===== src/rtl/vga_timing_gen_if.sv =====
// Raster timing bundle from the VGA timing generator to the sync connector and game logic.
interface vga_timing_gen_if #(
    parameter int unsigned CNT_W = 10
);
    logic             pix_en;
    logic             hSync;
    logic             vSync;
    logic             bright;
    logic [CNT_W-1:0] hCount;
    logic [CNT_W-1:0] vCount;
    logic [CNT_W-1:0] xPix;
    logic [CNT_W-1:0] yPix;
    logic             line_start;
    logic             frame_start;

    modport master (
        output pix_en, hSync, vSync, bright, hCount, vCount, xPix, yPix, line_start, frame_start
    );

    modport slave (
        input pix_en, hSync, vSync, bright, hCount, vCount, xPix, yPix, line_start, frame_start
    );
endinterface


===== src/rtl/vga_timing_gen.sv =====
// Parametrised VGA raster generator running on the board clock with an internal pixel enable.
// Every output is registered from the next-count decode so all fields agree on each cycle.
module vga_timing_gen #(
    parameter int unsigned CLK_DIV   = 4,
    parameter int unsigned H_VISIBLE = 640,
    parameter int unsigned H_FRONT   = 16,
    parameter int unsigned H_SYNC    = 96,
    parameter int unsigned H_BACK    = 48,
    parameter int unsigned V_VISIBLE = 480,
    parameter int unsigned V_FRONT   = 10,
    parameter int unsigned V_SYNC    = 2,
    parameter int unsigned V_BACK    = 33,
    parameter int unsigned SYNC_POL  = 0,
    parameter int unsigned CNT_W     = 10
) (
    input  logic             ClkPort,
    input  logic             Reset,
    vga_timing_gen_if.master vga
);
    localparam int unsigned H_TOTAL = H_SYNC + H_BACK + H_VISIBLE + H_FRONT;
    localparam int unsigned V_TOTAL = V_SYNC + V_BACK + V_VISIBLE + V_FRONT;
    localparam int unsigned H_OFS   = H_SYNC + H_BACK;
    localparam int unsigned V_OFS   = V_SYNC + V_BACK;
    localparam int unsigned DIV_W   = (CLK_DIV > 1) ? $clog2(CLK_DIV) : 1;

    localparam logic [DIV_W-1:0] DIV_LAST = DIV_W'(CLK_DIV - 1);
    localparam logic [CNT_W-1:0] H_LAST   = CNT_W'(H_TOTAL - 1);
    localparam logic [CNT_W-1:0] V_LAST   = CNT_W'(V_TOTAL - 1);
    localparam logic [CNT_W-1:0] H_SYNC_C = CNT_W'(H_SYNC);
    localparam logic [CNT_W-1:0] V_SYNC_C = CNT_W'(V_SYNC);
    localparam logic [CNT_W-1:0] H_VIS_LO = CNT_W'(H_OFS);
    localparam logic [CNT_W-1:0] H_VIS_HI = CNT_W'(H_OFS + H_VISIBLE);
    localparam logic [CNT_W-1:0] V_VIS_LO = CNT_W'(V_OFS);
    localparam logic [CNT_W-1:0] V_VIS_HI = CNT_W'(V_OFS + V_VISIBLE);
    localparam logic             SYNC_ACT = (SYNC_POL != 0);

    logic [DIV_W-1:0] div_q, div_d;
    logic             pix_en_q;
    logic [CNT_W-1:0] h_q, h_d, v_q, v_d;
    logic [CNT_W-1:0] x_q, x_d, y_q, y_d;
    logic             hsync_q, vsync_q, bright_q, bright_d;
    logic             line_q, line_d, frame_q, frame_d;

    always_comb begin
        div_d = (div_q == DIV_LAST) ? '0 : div_q + 1'b1;

        h_d = h_q;
        v_d = v_q;
        if (pix_en_q) begin
            if (h_q == H_LAST) begin
                h_d = '0;
                v_d = (v_q == V_LAST) ? '0 : v_q + 1'b1;
            end else begin
                h_d = h_q + 1'b1;
            end
        end

        bright_d = (h_d >= H_VIS_LO) && (h_d < H_VIS_HI) && (v_d >= V_VIS_LO) && (v_d < V_VIS_HI);
        x_d      = bright_d ? h_d - H_VIS_LO : '0;
        y_d      = bright_d ? v_d - V_VIS_LO : '0;

        // Only a real advance onto column 0 strobes; holding at 0 between enables does not.
        line_d  = pix_en_q && (h_d == '0);
        frame_d = line_d && (v_d == '0);
    end

    always_ff @(posedge ClkPort or posedge Reset) begin
        if (Reset) begin
            div_q    <= '0;
            pix_en_q <= 1'b0;
            h_q      <= '0;
            v_q      <= '0;
            x_q      <= '0;
            y_q      <= '0;
            hsync_q  <= SYNC_ACT;
            vsync_q  <= SYNC_ACT;
            bright_q <= 1'b0;
            line_q   <= 1'b0;
            frame_q  <= 1'b0;
        end else begin
            div_q    <= div_d;
            pix_en_q <= (div_q == DIV_LAST);
            h_q      <= h_d;
            v_q      <= v_d;
            x_q      <= x_d;
            y_q      <= y_d;
            hsync_q  <= (h_d < H_SYNC_C) ? SYNC_ACT : ~SYNC_ACT;
            vsync_q  <= (v_d < V_SYNC_C) ? SYNC_ACT : ~SYNC_ACT;
            bright_q <= bright_d;
            line_q   <= line_d;
            frame_q  <= frame_d;
        end
    end

    assign vga.pix_en      = pix_en_q;
    assign vga.hSync       = hsync_q;
    assign vga.vSync       = vsync_q;
    assign vga.bright      = bright_q;
    assign vga.hCount      = h_q;
    assign vga.vCount      = v_q;
    assign vga.xPix        = x_q;
    assign vga.yPix        = y_q;
    assign vga.line_start  = line_q;
    assign vga.frame_start = frame_q;
endmodule

===== src/flat_wrapper.sv =====
// flat-port wrapper written by rule: the top's interface ports become plain ports
module vga_timing_gen_flat 
#(
    parameter int unsigned CLK_DIV   = 4,
    parameter int unsigned H_VISIBLE = 640,
    parameter int unsigned H_FRONT   = 16,
    parameter int unsigned H_SYNC    = 96,
    parameter int unsigned H_BACK    = 48,
    parameter int unsigned V_VISIBLE = 480,
    parameter int unsigned V_FRONT   = 10,
    parameter int unsigned V_SYNC    = 2,
    parameter int unsigned V_BACK    = 33,
    parameter int unsigned SYNC_POL  = 0,
    parameter int unsigned CNT_W     = 10
)
  (ClkPort, Reset, vga_pix_en, vga_hSync, vga_vSync, vga_bright, vga_hCount, vga_vCount, vga_xPix, vga_yPix, vga_line_start, vga_frame_start);
  vga_timing_gen_if #(.CNT_W(CNT_W)) vga_i ();
  input  logic ClkPort;
  input  logic Reset;
  output wire logic [$bits(vga_i.pix_en)-1:0] vga_pix_en;
  output wire logic [$bits(vga_i.hSync)-1:0] vga_hSync;
  output wire logic [$bits(vga_i.vSync)-1:0] vga_vSync;
  output wire logic [$bits(vga_i.bright)-1:0] vga_bright;
  output wire logic [$bits(vga_i.hCount)-1:0] vga_hCount;
  output wire logic [$bits(vga_i.vCount)-1:0] vga_vCount;
  output wire logic [$bits(vga_i.xPix)-1:0] vga_xPix;
  output wire logic [$bits(vga_i.yPix)-1:0] vga_yPix;
  output wire logic [$bits(vga_i.line_start)-1:0] vga_line_start;
  output wire logic [$bits(vga_i.frame_start)-1:0] vga_frame_start;
  assign vga_pix_en = vga_i.pix_en;
  assign vga_hSync = vga_i.hSync;
  assign vga_vSync = vga_i.vSync;
  assign vga_bright = vga_i.bright;
  assign vga_hCount = vga_i.hCount;
  assign vga_vCount = vga_i.vCount;
  assign vga_xPix = vga_i.xPix;
  assign vga_yPix = vga_i.yPix;
  assign vga_line_start = vga_i.line_start;
  assign vga_frame_start = vga_i.frame_start;
  vga_timing_gen #(.CLK_DIV(CLK_DIV), .H_VISIBLE(H_VISIBLE), .H_FRONT(H_FRONT), .H_SYNC(H_SYNC), .H_BACK(H_BACK), .V_VISIBLE(V_VISIBLE), .V_FRONT(V_FRONT), .V_SYNC(V_SYNC), .V_BACK(V_BACK), .SYNC_POL(SYNC_POL), .CNT_W(CNT_W)) u_core (.ClkPort(ClkPort), .Reset(Reset), .vga(vga_i));
endmodule

===== config.mk =====
export PLATFORM = sky130hd
export DESIGN_NAME = vga_timing_gen_flat
export DESIGN_NICKNAME = d
export VERILOG_FILES = /design/src/rtl/vga_timing_gen_if.sv /design/src/rtl/vga_timing_gen.sv /design/src/flat_wrapper.sv
export SDC_FILE = /design/constraint.sdc
export NUM_CORES = 1
export LEC_CHECK = 0
export CELL_PAD_IN_SITES_DETAIL_PLACEMENT = 1
export CELL_PAD_IN_SITES_GLOBAL_PLACEMENT = 1
export CORE_ASPECT_RATIO = 1.1
export CORE_UTILIZATION = 35
export CTS_CLUSTER_SIZE = 30
export DETAILED_ROUTE_END_ITERATION = 8
export PLACE_DENSITY_LB_ADDON = 0.1
export SKIP_LAST_GASP = 1
export SYNTH_ARGS = -nofsm -noshare
export SYNTH_HDL_FRONTEND = slang
export SYNTH_SLANG_ARGS = --single-unit
export TNS_END_PERCENT = 30

===== constraint.sdc =====
create_clock -name ClkPort -period 3.3 [get_ports ClkPort]
set_input_delay 0.33 -clock ClkPort [delete_from_list [all_inputs] [get_ports ClkPort]]
set_output_delay 0.33 -clock ClkPort [all_outputs]
set_load 0.02 [all_outputs]

; ---- After elaboration in Yosys (flattened, before gate mapping)
; Cells that the tools add are included.
[op_classes]
add_sub_neg = 5
n_lt_le_gt_ge = 6
n_eq_ne = 3
mux = 10
reduce_logical = 7
[op_table]
columns = op, count
row1 = $mux 10, 7
row2 = $add 10x1->10 const B, 2
row3 = $eq 10x10->1 const B, 2
row4 = $logic_not 10->1, 2
row5 = $lt 10x10->1 const B, 2
row6 = $ge 10x6->1 const B, 1
row7 = $ge 10x8->1 const B, 1
row8 = $lt 10x2->1 const B, 1
row9 = $lt 10x7->1 const B, 1
row10 = $sub 10x6->10 const B, 1
row11 = $sub 10x8->10 const B, 1
row12 = $logic_and 1x1->1, 5
row13 = $add 2x1->2 const B, 1
row14 = $eq 2x2->1 const B, 1
row15 = $mux 1, 2
row16 = $mux 2, 1
[word_totals]
register_bits = 48
word_cells = 42

; ---- Longest topological paths before layout
[logic_depth]
word_depth = 8
depth_mapped = 15

; ---- Worst setup path before layout
; Ideal clock, no wire load.
[synth_timing]
kind = register -> register
startpoint = register u_core.h_q[0], in the netlist u_core.vga.hCount[0]
endpoint = register u_core.y_q[7], in the netlist u_core.vga.yPix[7]
setup_time_ps = 95
arrival_time_ps = 3225
required_time_ps = 3205
slack_ps = -20
stages_incl_launch_ff = 16
path_buffers = 3
period_less_slack_ps = 3320
cell_sequence = dfrtp_1 > ha_1 > and4_1 > buf_6 > and3_1 > buf_4 > and2_1 > a22oi_1 > inv_1 > ha_1 > a21oi_1 > o211ai_1 > nand2b_1 > o32a_1 > buf_2 > nor4_4
[synth_between]
word_cells_on_any_way = 15
[synth_lines]
columns = item, line
row1 = from (decl), vga_timing_gen.sv:39  ; logic [CNT_W-1:0] h_q, h_d, v_q, v_d;
row2 = from (signal assigned), vga_timing_gen.sv:71  ; h_q <= '0;
row3 = from (signal assigned), vga_timing_gen.sv:83  ; h_q <= h_d;
row4 = $eq 10x10->1 *, vga_timing_gen.sv:50  ; if (h_q == H_LAST) begin
row5 = $mux 10 *, vga_timing_gen.sv:50
row6 = $mux 10 *, vga_timing_gen.sv:49  ; if (pix_en_q) begin
row7 = net u_core.v_d[1], vga_timing_gen.sv:39
row8 = $ge 10x6->1, vga_timing_gen.sv:58  ; bright_d = (h_d >= H_VIS_LO) && (h_d < H_VIS_HI) && (v_d >= V_VIS_LO) && (v_d < V_VIS_HI);
row9 = $logic_and 1x1->1 (2 in a row), vga_timing_gen.sv:58
row10 = $mux 10 *, vga_timing_gen.sv:60  ; y_d = bright_d ? v_d - V_VIS_LO : '0;
row11 = net u_core.y_d[7], vga_timing_gen.sv:40  ; logic [CNT_W-1:0] x_q, x_d, y_q, y_d;
row12 = to (signal assigned), vga_timing_gen.sv:86  ; y_q <= y_d;
row13 = to (decl), vga_timing_gen.sv:40
; The timed path passes the listed nets; every way through them passes the cells marked *.

; ---- Worst setup path after layout
[layout_timing]
startpoint = register u_core.h_q[0], in the netlist u_core.vga.hCount[0]
endpoint = register u_core.y_q[9], in the netlist u_core.vga.yPix[9]
; The elaborated chain is that of the path after synthesis.

==> summary.txt <==
Timing
  • Endpoints failing setup: 0
  • Slew @ Worst Pin: 0.823 ns
  • Post-layout minimum cycle time: 3.10 ns
  • Clock Skew: 0.00414 ns
  • Period Utilization, post-route: 94.1%
  • Max-slew headroom: 45.0%
  • Hold Vio Cnt, Final: 0
  • Peak Freq: 322 MHz
  • Final setup margin: 0.196 ns
  • Final slew viol count: 0

Setup path
  • Max incr delay on CP: 0.45 ns
  • CP delay by family, top: simple AND/OR/NAND/NOR gates
  • Classification of the worst setup path: reg2reg
  • Critical path capture point type: flop
  • CP Cell Sequence: ha_1, and4_1, and3_1, buf_4, nand2_1, o21ai_0, ha_2, a21oi_1, o211ai_1, nand2b_1, o32a_1, buf_4, nor4_2
  • Setup crit start kind: flop
  • WP data arrival: 3.31 ns
  • Worst Path Buf+Inv: 2
  • Top cell by count, worst path: buf_4
  • Worst-path fanout max: 14
  • WP data required: 3.50 ns
  • Critical path's slowest cell: dfrtp_2

Finish
  • Fillcell total: 747
  • Multi-input gate area: 1170 um^2
  • Share of cells above drive strength 1: 16.4%
  • Sequential cell area: 1200 um^2
  • Area grow syn2layout: 33.6%
  • Layout Nets: 321
  • Post-Layout Cell Count: 393
  • Ant. Diodes: 0

Detailed routing
  • WL final: 6580 um
  • Antenna Nets Post-Route: 0
  • DRT iter0 DRCs: 86
  • Wire per inst: 16.7 um
  • Drt pass-1 iters: 4
  • DR vias/cell: 5.31
  • Via count: 2085
  • DRC Markers: 0

Pwr
  • Peak VDD IR: 0.154 mV
  • Power Dens Cells: 309 nW/um^2
  • Pleak: 0.00145 uW

Synth
  • Synth cell types: 49
  • Mapped Cells: 240
  • Post-synth top area share: 48.4%
  • #FFs+latches synth: 48
  • Register area share after synthesis: 48.4%
  • Post-synth ARST share: 100%
  • Syn Std Cell Area: 2480 um^2
  • Cell with the most instances after synthesis: dfrtp_1
  • Synth Net Count: 251
  • Dominant cells by area after synthesis: dfrtp_1, ha_1, nor3_1, xnor2_1, nand2_1
  • Yosys top cell by area: dfrtp_1
  • Synth Warn #: 0
  • Post-synth top cells: dfrtp_1, nand2_1, nor3_1
  • Mean post-synth cell area: 10.3 um^2
  • Synth Flop Type: dfrtp_1
  • Number of synthesized flops with an enable pin: 0

Clock tree
  • CTS root buf: clkbuf_8
  • Clk pin slew, worst setup/hold paths: 0.09 ns
  • CTS H-tree lvls: 2
  • Clk buf depth: 2
  • Hold-fix buffers at CTS: 0
  • CTS tree: done
  • Worst-Skew Late Latency: 0.30 ns
  • Clock Sinks: 48
  • Cts bufs inserted: 5

Die
  • Num rows: 31
  • I/O pin count: 48
  • Die area: 7430 um^2
  • Initial Utilization: 37.0%
  • Die width: 82.3 um
  • Die Y: 90.3 um
  • CORE AREA: 6710 um^2

Place
  • Placement Setup Slack: 0.0592 ns
  • Placed insts: 380
  • GPL Wtd Cong: 0.796
  • Final HPWL from detailed placement: 4880 um
  • # port buffers: 47

GRT
  • Largest net degree at the start of global routing: 39
  • First-pass GRT wire length: 11000 um
  • Initial antenna violation count: 0
  • GRT Resource Usage Total: 19.5%
  • Grt total ovfl: 0
  • Vias in the first global route: 2128

Outcome
  • Status: completed

Run
  • Maxcap violations: 0

Worst hold path
  • Worst min path class: reg2reg
logic make-up (layout without fill, tap and decap cells):
| kind of cell | count (synthesis) | in the layout | share of synthesized area, % |
|---|---|---|---|
| and+or+nand+nor | 94 | 94 | 22.5 |
| DFF | 48 | 48 | 48.4 |
| AOI/OAI and AO/OA | 43 | 43 | 12.1 |
| buffers and inverters | 27 | 98 | 5.24 |
| xor gates and xnor gates | 17 | 17 | 6.30 |
| adders and majority gates | 9 | 9 | 4.54 |
| muxes | 2 | 2 | 0.857 |
worst paths after layout:
check,start,endpoint,slack (ns),cells after the start
min in group asynchronous,Reset,u_core.vga.yPix[3],0.51,2
min,u_core.div_q[0],u_core.div_q[0],0.43,1
max,u_core.vga.hCount[0],u_core.vga.yPix[9],0.20,13
max in group asynchronous,Reset,u_core.vga.hCount[8],2.13,3
max reg2reg,u_core.vga.hCount[0],u_core.vga.yPix[9],0.20,13
min reg2reg,u_core.div_q[0],u_core.div_q[0],0.43,1
routing by layer:
layer  GRT usage (%)  wire length, um
met5               0                0
met4            4.39               59
met2            34.3             3440
met1            25.0             2910
met3            2.42              159
final cells by class:
type                       instances  share of cell area [%]
sequential                        48                    36.3
multi-input combinational        165                    35.3
timing repair buffer              73                    20.1
tap                               82                    3.09
clock buffer                       5                    2.07
inverter                          17                    1.92
clock inverter                     3                    1.28
repair_timing:
action | 4_1_cts | 5_1_grt
gates resized for setup | 0 | 4
setup endpoints to repair | 0 | 20
endpoints found under the hold margin | 0 | 0
buffers inserted | 0 | 5
worst register-to-register path, delay by kind of cell (launching register included):
| kind | cells | cell delay [ns] |
|---|---|---|
| compound gates | 4 | 0.73 |
| fa+ha+maj | 2 | 0.50 |
| buf+inv | 2 | 0.36 |
| simple gates | 5 | 0.98 |
| flops | 1 | 0.45 |
stage by stage:
stage / hold WS [ns] / power (uW) / util (%) / instance area, um^2 / TNS [ns]
floorplan: 0.403 / 608 / - / 2480 / 0
global placement: 0.414 / 614 / 47.0 / 3150 / 0
detailed placement: 0.424 / 614 / 47.0 / 3150 / 0
CTS: 0.437 / 1040 / 48.6 / 3260 / 0
global route: 0.458 / 1060 / 49.4 / 3320 / -0.0732
finish: 0.431 / 1030 / 49.4 / 3320 / 0
report_power, final:
| group | internal [uW] | switching (uW) | total, uW |
|---|---|---|---|
| logic | 1.91 | 11.7 | 13.6 |
| clock network | 224 | 201 | 425 |
| registers | 588 | 0 | 588 |
| total | 814 | 212 | 1030 |
layout by cell type, fill, tap and decap left out, types with 2 or more instances in the layout:
cell type and instances:
nor3_1 18, clkdlybuf4s50_1 47, o21ai_0 11, nand2_1 18
nor2_1 8, nor3b_1 6, a21oi_1 9, o22a_1 2
a211oi_1 2, nand4_1 4, inv_1 16, a31oi_1 3
clkbuf_8 5, ha_1 8, o31ai_1 3, xor2_1 7
and3_1 7, xnor2_1 9, and4_1 2, o211ai_1 2
nand3_1 13, nor4_1 2, dfrtp_1 46, buf_4 26
and2_1 5, dfrtp_2 2
state kept, by name, indices dropped and copies added, names as in the netlist:
name and cells:
u_core.vga.vCount 10, u_core.vga.pix_en 1, u_core.vga.yPix 10, u_core.vga.line_start 1, u_core.vga.bright 1, u_core.vga.hSync 1
u_core.vga.vSync 1, u_core.vga.frame_start 1, u_core.vga.xPix 10, u_core.div_q 2, u_core.vga.hCount 10
No activity file was read; power rests on OpenSTA's default activity.
